<file path="src/rtl/spi_pkg.sv">
// spi_pkg -- shared definitions for the SPI master of the RAM-bridge link.
//   FRAME_W / DATA_W : command frame width and response byte width.
//   OP_*             : opcode values carried in cmd_data[9:8].
//   state_t          : master FSM state encoding.
package spi_pkg;

   localparam int FRAME_W = 10;
   localparam int DATA_W  = 8;

   localparam logic [1:0] OP_WR_ADDR = 2'b00;
   localparam logic [1:0] OP_WR_DATA = 2'b01;
   localparam logic [1:0] OP_RD_ADDR = 2'b10;
   localparam logic [1:0] OP_RD_DATA = 2'b11;

   typedef enum logic [2:0] {
      S_IDLE,
      S_LEAD,
      S_SHIFT,
      S_WAIT,
      S_READ,
      S_GAP
   } state_t;

endpackage

</file>
<file path="src/rtl/spi_master_shreg.sv">
// spi_master_shreg -- datapath registers of the SPI master.
//   Parallel-load / serial-out frame register (MSB first) and a serial-in
//   capture register for the reply byte.
// Ports:
//   clk, rst_n          clock, async active-low reset
//   load, load_data     load the frame register with a new command
//   shift               shift the frame register left by one
//   msb                 current MSB of the frame register (next MOSI bit)
//   capture, sin        shift sin into the capture register
//   rx_next             capture register contents including the bit now on sin,
//                       so the owner can grab the full byte on the last sample
module spi_master_shreg
   import spi_pkg::*;
(
   input  logic               clk,
   input  logic               rst_n,
   input  logic               load,
   input  logic [FRAME_W-1:0] load_data,
   input  logic               shift,
   output logic               msb,
   input  logic               capture,
   input  logic               sin,
   output logic [DATA_W-1:0]  rx_next
);

   logic [FRAME_W-1:0] shreg;
   logic [DATA_W-1:0]  rx;

   always_ff @(posedge clk or negedge rst_n) begin
      if (!rst_n) begin
         shreg <= '0;
      end else if (load) begin
         shreg <= load_data;
      end else if (shift) begin
         shreg <= {shreg[FRAME_W-2:0], 1'b0};
      end
   end

   always_ff @(posedge clk or negedge rst_n) begin
      if (!rst_n) begin
         rx <= '0;
      end else if (capture) begin
         rx <= rx_next;
      end
   end

   assign msb     = shreg[FRAME_W-1];
   assign rx_next = {rx[DATA_W-2:0], sin};

endmodule

</file>
<file path="src/rtl/spi_master.sv">
// spi_master -- serialises 10-bit command frames MSB-first on MOSI under SS_n
// and, for rd-data frames, samples an 8-bit reply from MISO. One bit per clk;
// no separate SCK.
// Parameters:
//   RD_WAIT   cycles between last MOSI bit and first MISO sample (1..15)
//   IDLE_GAP  minimum SS_n-high cycles between frames (1..15)
// Ports:
//   clk, rst_n            clock, async active-low reset
//   cmd_valid/ready/data  command port ([9:8] opcode, [7:0] payload)
//   rsp_valid, rsp_data   one-cycle response pulse, data held until next pulse
//   busy                  frame or gap in progress
//   err                   one-cycle protocol-violation pulse
//   SS_n, MOSI, MISO      serial link
// Build option SPI_MASTER_ADDR_TRACK_EN: rd-data commands without a preceding
// rd-addr are consumed, not sent, and flagged on err. Undefined: err is 0.
module spi_master
   import spi_pkg::*;
#(
   parameter int RD_WAIT  = 2,
   parameter int IDLE_GAP = 1
) (
   input  logic               clk,
   input  logic               rst_n,
   input  logic               cmd_valid,
   output logic               cmd_ready,
   input  logic [FRAME_W-1:0] cmd_data,
   output logic               rsp_valid,
   output logic [DATA_W-1:0]  rsp_data,
   output logic               busy,
   output logic               err,
   output logic               SS_n,
   output logic               MOSI,
   input  logic               MISO
);

   localparam logic [3:0] SHIFT_LAST = 4'(FRAME_W - 1);
   localparam logic [3:0] WAIT_LAST  = 4'(RD_WAIT - 1);
   localparam logic [3:0] READ_LAST  = 4'(DATA_W - 1);
   localparam logic [3:0] GAP_LAST   = 4'(IDLE_GAP - 1);

   state_t              state, state_nxt;
   logic [3:0]          cnt;
   logic                cnt_clr;
   logic [1:0]          op;
   logic                accept, drop;
   logic                load, shift, capture, msb;
   logic                rsp_fire;
   logic [DATA_W-1:0]   rx_next;

   assign cmd_ready = (state == S_IDLE);
   assign busy      = (state != S_IDLE);
   assign accept    = cmd_valid && cmd_ready;

`ifdef SPI_MASTER_ADDR_TRACK_EN
   logic addr_pending;

   // rd-data is only meaningful after a rd-addr has set up the slave pointer
   assign drop = accept && (cmd_data[9:8] == OP_RD_DATA) && !addr_pending;

   always_ff @(posedge clk or negedge rst_n) begin
      if (!rst_n) begin
         addr_pending <= 1'b0;
      end else if (accept) begin
         if (cmd_data[9:8] == OP_RD_ADDR)      addr_pending <= 1'b1;
         else if (cmd_data[9:8] == OP_RD_DATA) addr_pending <= 1'b0;
      end
   end

   always_ff @(posedge clk or negedge rst_n) begin
      if (!rst_n) err <= 1'b0;
      else        err <= drop;
   end
`else
   assign drop = 1'b0;
   assign err  = 1'b0;
`endif

   always_ff @(posedge clk or negedge rst_n) begin
      if (!rst_n) state <= S_IDLE;
      else        state <= state_nxt;
   end

   always_comb begin
      state_nxt = state;
      cnt_clr   = 1'b0;
      load      = 1'b0;
      rsp_fire  = 1'b0;
      case (state)
         S_IDLE: begin
            if (accept && !drop) begin
               load      = 1'b1;
               state_nxt = S_LEAD;
            end
         end
         S_LEAD: begin
            cnt_clr   = 1'b1;
            state_nxt = S_SHIFT;
         end
         S_SHIFT: begin
            if (cnt == SHIFT_LAST) begin
               cnt_clr   = 1'b1;
               state_nxt = (op == OP_RD_DATA) ? S_WAIT : S_GAP;
            end
         end
         S_WAIT: begin
            if (cnt == WAIT_LAST) begin
               cnt_clr   = 1'b1;
               state_nxt = S_READ;
            end
         end
         S_READ: begin
            if (cnt == READ_LAST) begin
               cnt_clr   = 1'b1;
               rsp_fire  = 1'b1;
               state_nxt = S_GAP;
            end
         end
         S_GAP: begin
            if (cnt == GAP_LAST) state_nxt = S_IDLE;
         end
         default: state_nxt = S_IDLE;
      endcase
   end

   // The pins are registered from the next state, so they line up with the
   // state being entered rather than lagging it by a cycle.
   assign shift   = (state_nxt == S_SHIFT);
   assign capture = (state == S_READ);

   always_ff @(posedge clk or negedge rst_n) begin
      if (!rst_n) cnt <= '0;
      else if (cnt_clr) cnt <= '0;
      else cnt <= cnt + 4'd1;
   end

   always_ff @(posedge clk or negedge rst_n) begin
      if (!rst_n)    op <= OP_WR_ADDR;
      else if (load) op <= cmd_data[9:8];
   end

   always_ff @(posedge clk or negedge rst_n) begin
      if (!rst_n) begin
         SS_n      <= 1'b1;
         MOSI      <= 1'b0;
         rsp_valid <= 1'b0;
         rsp_data  <= '0;
      end else begin
         SS_n      <= (state_nxt == S_IDLE) || (state_nxt == S_GAP);
         MOSI      <= shift ? msb : 1'b0;
         rsp_valid <= rsp_fire;
         if (rsp_fire) rsp_data <= rx_next;
      end
   end

   spi_master_shreg u_shreg (
      .clk       (clk),
      .rst_n     (rst_n),
      .load      (load),
      .load_data (cmd_data),
      .shift     (shift),
      .msb       (msb),
      .capture   (capture),
      .sin       (MISO),
      .rx_next   (rx_next)
   );

endmodule

</file>
<file path="config.mk">
export PLATFORM = sky130hd
export DESIGN_NAME = spi_master
export DESIGN_NICKNAME = d
export VERILOG_FILES = /design/src/rtl/spi_pkg.sv /design/src/rtl/spi_master_shreg.sv /design/src/rtl/spi_master.sv
export SDC_FILE = /design/constraint.sdc
export NUM_CORES = 1
export LEC_CHECK = 0
export ABC_AREA = 1
export CORE_UTILIZATION = 50
export DETAILED_ROUTE_END_ITERATION = 7
export PLACE_DENSITY_LB_ADDON = 0.1
export SLEW_MARGIN = 20
export SYNTH_ARGS = -nofsm -noshare
export SYNTH_HDL_FRONTEND = slang
export SYNTH_SLANG_ARGS = --single-unit
</file>
<file path="constraint.sdc">
create_clock -name clk -period 1.92 [get_ports clk]
set_input_delay 0.384 -clock clk [delete_from_list [all_inputs] [get_ports clk]]
set_output_delay 0.384 -clock clk [all_outputs]
set_load 0.03 [all_outputs]
</file>
* Word-level counts from Yosys, hierarchy flattened
Index checks and enable logic that the tools add are counted.
Word-level totals: register bits 37, latch bits 0, RAM bits 0, memory bits (read-only) 0, input port bits 14, output and inout bits 14, word-level logic and storage cells 46, memories kept 0
Cells by class: add/sub/neg operators 1, multipliers 0, divide/modulo/power cells 0, magnitude comparators 0, eq/ne operators 11, shift-type cells 0, muxes and demuxes 18, bitwise gates (word level) 0, reductions and logical operators 7
Operators by type and width (count):
- $mux W10 | 2
- $mux W3 | 6
- $pmux W3 S6 | 1
- $eq A3 B2 Y1 const B | 3
- $eq A3 B3 Y1 const B | 3
- $mux W1 | 7
- $logic_not A3 Y1 | 2
- $add A4 B1 Y4 const B | 1
- $eq A4 B1 Y1 const B | 1
- $eq A4 B3 Y1 const B | 1
- $eq A4 B4 Y1 const B | 1
- $logic_not A4 Y1 | 1
- $mux W4 | 1
- $pmux W1 S4 | 1
- $eq A3 B1 Y1 const B | 1
- $reduce_bool A3 Y1 | 1
- $eq A2 B2 Y1 const B | 1
- $reduce_bool A2 Y1 | 1
- $logic_and A1 B1 Y1 | 1
- $logic_or A1 B1 Y1 | 1

* Depth between registers and ports, before layout
Gate-level depths: netlist of the first run.
depth after elaboration 7, mapped depth 11, depth with buffers taken out 10

* Cells and area by module
From an unflattened synthesis of the first run, not the netlist that was laid out.
Unflattened totals: cell total of the unflattened synthesis 204, area, all modules 1764.2 µm²
Modules (own cells, without submodules):
- spi_master | times used 1, cells each 124, area an instance 1041.0 µm², sequential area each 501.7 µm²
- spi_master_shreg | times used 1, cells each 80, area an instance 723.2 µm², sequential area each 425.4 µm²

* Least setup slack after synthesis of the first run
Ideal clock, no wire load.
path type reg2out, start point register state[1], end point output port cmd_ready, arrival time 1.140 ns, data required time 1.536 ns, slack 0.396 ns, cell stages (with the launch flop) 4, buffers on the path 0, path through dfrtp_1 -> nor2_2 -> nand2_1 -> inv_1
On the way: longest elaborated chain between the ends 1
Ends and longest elaborated chain:
- start: declaration | line spi_master.sv:41 | state_t state, state_nxt;
- start signal: assignment | line spi_master.sv:80 | else state <= state_nxt;
- $logic_not A3 Y1 | line spi_master.sv:50 | assign cmd_ready = (state == S_IDLE);
- end: declaration | line spi_master.sv:25 | output logic cmd_ready,
No other way between the ends.

* Final worst setup path of the first run
start point register SS_n, end point output port SS_n
RTL lines:
- start: declaration | line spi_master.sv:31 | output logic SS_n,
- start signal: assignment | line spi_master.sv:148 | SS_n <= (state_nxt == S_IDLE) || (state_nxt == S_GAP);
No word-level cell between the ends.

==> parameters.txt, run 1 <==
Parameter                              Value

Setup path
  Reg-to-reg slack, setup ... approximately 280 ps
  Type of the worst setup path ... flip-flop to output pin
  WP data required ... between 1500 and 2000 ps
  Critical Path Source Type ... flip-flop
  Highest-delay cell along the critical path ... sky130_fd_sc_hd__clkdlybuf4s50_1
  Arrival @ worst endpoint ... between 1000 and 1500 ps
  Worst path cell trace ... clkdlybuf4s50_1
  Cell count along the critical path ... 1
  Path depth of the worst reg2reg path ... 10
  Highest fanout seen on the critical path ... 1
  Critical path's top delay family ... buffers and inverters
  Critical path buffers and inverters ... 1
  Type of destination of the critical path ... output pin
  Slowest cell delay on critical path ... roughly 650 ps

Synth
  Sequential cell area fraction in the yosys report ... roughly half
  Mean instance size in the synthesized netlist ... approximately 8.5 µm²
  Cell area after synthesis ... 1850 µm²
  Synthesized flop and latch total ... 37
  Post-synthesis cell type count ... 25
  Yosys synthesis warning count ... 0
  Cell count after synthesis ... 217
  Net count after synthesis ... roughly 230

Clock network
  Clk Tree Root Cell ... sky130_fd_sc_hd__clkbuf_8
  Clock-pin slew of the registers on the worst-case setup and hold paths ... roughly 80 ps
  Post-CTS repair timing setup buffer count ... 0
  CTS tree ... done
  Number of hold buffers added after cts ... 0
  Number of cells upsized or downsized after cts ... 2
  Total clock buffers created by CTS ... 5
  Clock Latency Late Sink ... approximately 300 ps
  Number of clock sinks ... 37
  Clock buffer depth ... 2
  Max H-tree Level ... 2

Flow run
  Max-cap viol count ... 0

Cells and area
  Share of post-route cells with drive strength above 1 ... a little over a fifth
  Non-Filler Cell Area, Final ... 2280 µm²
  Number of diodes added for antenna fixing ... 0
  Post-layout net count ... 266
  Synthesis-to-layout area growth ... 23.2%

Outcome
  Run status ... finished clean

Routing
  Residual DRC ... 0
  Post-Route WL ... between 3000 and 4000 µm
  1st-pass router iterations ... 4
  DRC marker count from the first detailed-route iteration ... 69
  Via Count ... around 1,400
  Vias/cell ... 4.77
  Count of antenna-violating nets left after detailed routing ... 0
  Wire length per cell ... roughly 11 µm

Timing
  Number of hold-slack violations in the final timing report ... 0
  Period utilization ... a little over nine tenths
  Min Tclk post-route ... 1860 ps
  RSZ-0062 raised after global routing ... no
  Number of endpoints failing setup at the final stage ... 0
  Setup_tns ... 0 ps
  Final slew viol count ... 0
  Peak clock frequency supported by timing ... 538 MHz
  Worst Clk Skew ... just under 6 ps

Pwr
  Power density over the cells ... between 1500 and 2000 nW/µm²
  Worst IR Drop VDD ... 0.856 mV
  Leakage Power ... approximately 1.2 nW

Floorplanning
  Die area ... 3940 µm²
  Boundary Pins ... 28
  Die Ht ... roughly 63 µm
  Starting density of the core ... roughly 54%
  Horizontal die dimension ... ~63 µm
  Total core area ... 3440 µm²
  Number of placement rows ... 21

GRT
  Global-route total usage across every layer ... between 10% and 20%
  Maximum number of pins on one net before global-route repair ... 38
  Remaining Overflow, GRT ... 0
  Antenna violations before repair ... 0
  First-pass GRT wire length ... roughly 5700 µm
  Via count of the first global-routing pass ... about 1,300

Hold path
  Type of the worst min-delay path ... input port to asynchronous set/reset pin

Placed design
  Instance area at placement ... 2160 µm²
  Number of input and output port buffers inserted ... 26
  Final estimated routing congestion in global placement ... around 0.76
  Half-perimeter wire length after detailed placement ... 2350 µm
[layout by cell type, fill, tap and decap left out]
master and count:
sky130_fd_sc_hd__o21ai_1 1, sky130_fd_sc_hd__nand2_4 1, sky130_fd_sc_hd__nor3b_1 1, sky130_fd_sc_hd__o21ai_2 1, sky130_fd_sc_hd__nand3_2 14, sky130_fd_sc_hd__dfstp_2 1
sky130_fd_sc_hd__nor2_4 2, sky130_fd_sc_hd__clkdlybuf4s50_1 23, sky130_fd_sc_hd__nand2_2 5, sky130_fd_sc_hd__nand4_1 3, sky130_fd_sc_hd__ha_1 3, sky130_fd_sc_hd__nor2_1 11
sky130_fd_sc_hd__nand2_1 77, sky130_fd_sc_hd__xor2_1 1, sky130_fd_sc_hd__o21bai_4 1, sky130_fd_sc_hd__inv_2 8, sky130_fd_sc_hd__clkinvlp_4 1, sky130_fd_sc_hd__o21ai_0 14
sky130_fd_sc_hd__buf_2 1, sky130_fd_sc_hd__bufinv_16 1, sky130_fd_sc_hd__dfrtp_1 36, sky130_fd_sc_hd__clkbuf_8 6, sky130_fd_sc_hd__nand3_1 6, sky130_fd_sc_hd__dlygate4sd2_1 2
sky130_fd_sc_hd__nor2_2 5, sky130_fd_sc_hd__conb_1 1, sky130_fd_sc_hd__inv_1 18, sky130_fd_sc_hd__buf_4 6
[cell usage after synthesis]
| library cell | n | area share (%) |
|---|---|---|
| sky130_fd_sc_hd__inv_2 | 8 | 1.6 |
| sky130_fd_sc_hd__nand4_1 | 3 | 1.0 |
| sky130_fd_sc_hd__o21ai_0 | 14 | 3.8 |
| sky130_fd_sc_hd__o21ai_1 | 1 | 0.27 |
| sky130_fd_sc_hd__o21ai_2 | 1 | 0.47 |
| sky130_fd_sc_hd__nand2_2 | 5 | 1.7 |
| sky130_fd_sc_hd__xor2_1 | 1 | 0.47 |
| sky130_fd_sc_hd__buf_8 | 1 | 0.81 |
| sky130_fd_sc_hd__nand3_2 | 14 | 7.6 |
| sky130_fd_sc_hd__nor2_4 | 2 | 1.2 |
| sky130_fd_sc_hd__nand2_1 | 77 | 16 |
| sky130_fd_sc_hd__buf_2 | 2 | 0.54 |
| sky130_fd_sc_hd__conb_1 | 1 | 0.20 |
| sky130_fd_sc_hd__clkbuf_1 | 2 | 0.41 |
| sky130_fd_sc_hd__dfstp_2 | 1 | 1.4 |
| sky130_fd_sc_hd__nor2_2 | 5 | 1.7 |
| sky130_fd_sc_hd__nor2_1 | 11 | 2.2 |
| sky130_fd_sc_hd__o21bai_4 | 1 | 1.0 |
| sky130_fd_sc_hd__nor3b_1 | 1 | 0.41 |
| sky130_fd_sc_hd__nand3_1 | 6 | 1.6 |
| sky130_fd_sc_hd__ha_1 | 3 | 2.0 |
| sky130_fd_sc_hd__buf_4 | 2 | 0.81 |
| sky130_fd_sc_hd__nand2_4 | 1 | 0.61 |
| sky130_fd_sc_hd__inv_1 | 18 | 3.7 |
| sky130_fd_sc_hd__dfrtp_1 | 36 | 49 |
[worst paths after layout]
kind	from	end
max in group asynchronous	rst_n	SS_n
min in group clk	rsp_data[7]	rsp_data[7]
min	rst_n	cnt[0]
max reg2reg	cnt[1]	u_shreg.shreg[1]
max	SS_n	SS_n
min reg2reg	rsp_data[7]	rsp_data[7]
[layout make-up]
| type | instances | area (µm²) |
|---|---|---|
| well taps | 46 | 57.6 |
| clock inverters | 2 | 37.5 |
| multi-input cells | 147 | 776 |
| inverters | 26 | 97.6 |
| repair buffers | 32 | 298 |
| clock buffers | 6 | 82.6 |
| flip-flops and latches | 37 | 927 |
| fillers | 307 | 1170 |
[per-layer routing]
layer	global-route usage (%)	vias to the layer above	wire length, µm
li1	-	730	-
met1	24.0	657	1570
met2	30.0	19	1580
met3	6.02	6	127
met4	9.59	0	72
met5	0	-	0
[state kept, by name (all words and copies together), names as in the netlist, 2 cells and up]
signal and flops:
cnt 4, op 2, rsp_data 8, state 3, u_shreg.rx 7, u_shreg.shreg 10
[stage by stage]
stage | setup WS [ps] | cells | util, % | hold slack [ps] | total power (W)
finish | 62.5 | 296 | 66.1 | 109 | 0.00362
global route | 28.2 | 296 | 66.1 | 154 | 0.00391
CTS | 53.1 | 296 | 66.1 | 129 | 0.00366
detailed placement | 174 | 288 | 62.7 | 454 | 0.00296
global placement | 206 | 288 | 62.7 | 453 | 0.00291
floorplan | 396 | 217 | - | 88.4 | 0.00258
[report_power, final]
group	switching (W)	total, W	internal [W]
sequential	0.000198	0.00125	0.00105
combinational	0.00105	0.00166	0.000609
clock	0.000295	0.000717	0.000422
[logic make-up (layout without fill, tap and decap cells)]
| family | Yosys count | after routing | synth area share, % |
|---|---|---|---|
| DFF | 37 | 37 | 50.2 |
| adders and majority gates | 3 | 3 | 2.03 |
| buffers and inverters | 33 | 66 | 7.85 |
| other | 1 | 1 | 0.203 |
| and+or+nand+nor | 125 | 125 | 33.7 |
| AOI/OAI and AO/OA | 17 | 17 | 5.55 |
| xor gates and xnor gates | 1 | 1 | 0.474 |
Power figures use the tool's default switching activity.
==> inputs of run 2 (changes only) <==
- CTS_BUF_LIST: default -> sky130_fd_sc_hd__clkbuf_4 sky130_fd_sc_hd__clkbuf_8 sky130_fd_sc_hd__clkbuf_16
==> results of run 2 <==
Final layout, timing and power as in run 1 (identical DEF).
==> inputs of run 3 (changes only) <==
- MAX_ROUTING_LAYER: default -> met4
==> parameters.txt, run 3 (same netlist as run 1, synthesis figures left out) <==
Parameter                              Value

Outcome
  Run status ... finished clean

Setup path
  Worst path cell trace ... clkdlybuf4s50_1
  Highest-delay cell along the critical path ... sky130_fd_sc_hd__clkdlybuf4s50_1
  Type of destination of the critical path ... output pin
  Critical Path Source Type ... flip-flop
  Beginning of the worst register-to-register path ... cnt[1]
  Critical path buffers and inverters ... 1
  Reg-to-reg slack, setup ... 290 ps
  Destination of the worst register-to-register timing path ... u_shreg.shreg[1]
  Path depth of the worst reg2reg path ... 10
  Highest fanout seen on the critical path ... 1
  Slowest cell delay on critical path ... between 600 and 700 ps
  Cell count along the critical path ... 1
  Arrival @ worst endpoint ... between 1000 and 1500 ps
  WP data required ... between 1500 and 2000 ps
  Type of the worst setup path ... flip-flop to output pin
  Critical path's top delay family ... buffers and inverters
  First element of the critical path ... SS_n

Timing
  Period utilization ... 96.7%
  Min Tclk post-route ... 1860 ps
  RSZ-0062 raised after global routing ... no
  Final worst-path setup slack ... roughly 62 ps
  Number of endpoints failing setup at the final stage ... 0
  Worst Clk Skew ... roughly 5.8 ps
  Number of hold-slack violations in the final timing report ... 0
  Final slew viol count ... 0
  Peak clock frequency supported by timing ... 538 MHz
  Setup_tns ... 0 ps

Cells and area
  Final instance count without filler cells ... a little under 300
  Most frequent cells in the layout ... sky130_fd_sc_hd__nand2_1, sky130_fd_sc_hd__dfrtp_1, sky130_fd_sc_hd__clkdlybuf4s50_1
  Post-layout net count ... 266
  Largest regs ... u_shreg.shreg (10), rsp_data (8), u_shreg.rx (7)
  Largest reg by FF count ... u_shreg.shreg
  Share of post-route cells with drive strength above 1 ... between 20% and 30%
  Number of diodes added for antenna fixing ... 0
  Fin util ... between 60% and 70%
  Number of flip-flops under the largest register name ... 10
  Most common cell after layout, fill and taps aside ... sky130_fd_sc_hd__nand2_1
  Synthesis-to-layout area growth ... 23.2%

Clock network
  CTS tree ... done
  Max H-tree Level ... 2
  Total clock buffers created by CTS ... 5
  Post-CTS repair timing setup buffer count ... 0
  Clk Tree Root Cell ... sky130_fd_sc_hd__clkbuf_8
  Number of clock sinks ... 37
  Clock Latency Late Sink ... 300 ps
  Clock-pin slew of the registers on the worst-case setup and hold paths ... roughly 80 ps
  Clock buffer depth ... 2

GRT
  Global-route total usage across every layer ... roughly a fifth
  Remaining Overflow, GRT ... 0
  First-pass GRT wire length ... 5720 µm
  Antenna violations before repair ... 0
  Via count of the first global-routing pass ... ~1,300
  Maximum number of pins on one net before global-route repair ... 38

Pwr
  Switching power ... about 0.0015 W
  Power density over the cells ... 1590 nW/µm²
  Worst IR Drop VDD ... between 0.8 and 0.9 mV
  Switching part of the total power ... 42.5%
  Reg power frac ... 34.5%
  Leakage Power ... between 1 and 1.5 nW
  Clk pwr share ... between 10% and 20%
  Gate power share ... a little under half
  P_int ... about 0.0021 W

Routing
  Residual DRC ... 0
  Post-Route WL ... ~3300 µm
  Count of antenna-violating nets left after detailed routing ... 0
  Vias/cell ... about 4.8
  DRC marker count from the first detailed-route iteration ... 67
  1st-pass router iterations ... 4
  Via Count ... 1,411
  Wire length per cell ... 11.3 µm

Placed design
  Half-perimeter wire length after detailed placement ... 2350 µm
  Worst slack at placement ... approximately 170 ps
  Final estimated routing congestion in global placement ... 0.768
  Number of instances in the placed design ... 288
  Number of input and output port buffers inserted ... 26

Floorplanning
  Die Ht ... 62.8 µm
  Die area ... around 3900 µm²
  Starting density of the core ... between 50% and 60%
  Boundary Pins ... 28
  Total core area ... 3440 µm²
  Number of placement rows ... 21
  Horizontal die dimension ... ~63 µm

Flow run
  Max-cap viol count ... 0

Hold path
  Type of the worst min-delay path ... input port to asynchronous set/reset pin
==> run 3: cell counts in the layout (fill, tap and decap cells not counted) <==
No cell type changed its count.
==> run 3: cell type report <==
class,instances,area (µm²)
clock inverters,2,37.5
well taps,46,57.6
fillers,307,1170
flip-flops and latches,37,927
multi-input cells,147,776
inverters,26,97.6
repair buffers,32,298
clock buffers,6,82.6
==> run 3: worst max path at each step <==
stage | to | slack [ps]
5_1_grt | SS_n | 30
6_report | SS_n | 60
4_1_cts | SS_n | 50
2_1_floorplan | cmd_ready | 400
3_3_place_gp | cmd_ready | 210
3_5_place_dp | u_shreg.shreg[6] | 170
==> run 3: through the flow <==
stage               hold slack (ps)  area (µm²)  power, W
floorplan                      88.4        1850   0.00258
global placement                453        2160   0.00291
detailed placement              454        2160   0.00296
CTS                             129        2280   0.00366
global route                    154        2280   0.00391
finish                          109        2280   0.00362
==> run 3: power groups by stage <==
| stage | Combinational (W) | Sequential [W] | Clock (W) |
|---|---|---|---|
| floorplan | 0.00127 | 0.00131 | 0 |
| global placement | 0.00166 | 0.00126 | 0 |
| detailed placement | 0.00170 | 0.00126 | 0 |
| CTS | 0.00168 | 0.00125 | 0.000734 |
| global route | 0.00186 | 0.00129 | 0.000766 |
| finish | 0.00166 | 0.00125 | 0.000717 |
==> run 3: worst reg2reg max path, cell delays in order (launching register included) <==
cell and delay (ps):
sky130_fd_sc_hd__dfrtp_1 400, sky130_fd_sc_hd__inv_1 90, sky130_fd_sc_hd__ha_1 200, sky130_fd_sc_hd__nand3_2 130, sky130_fd_sc_hd__nor2_2 120, sky130_fd_sc_hd__nor2_1 70, sky130_fd_sc_hd__nor2_4 130, sky130_fd_sc_hd__inv_2 70
sky130_fd_sc_hd__nand2_4 170, sky130_fd_sc_hd__nand3_1 100, sky130_fd_sc_hd__nand2_1 90
==> run 3: per-layer routing <==
metal  GRT usage (%)  part of all wire, %
met2            30.0                   47
met5               -                    0
met3            6.02                  3.8
met1            24.0                   47
met4            9.59                  2.2
==> run 3: repair_timing <==
item / CTS / global route
gates resized for setup: 2 / 0
endpoints found under the hold margin: 0 / 0
setup endpoints to repair: 2 / 0
hold buffers: 0 / 0
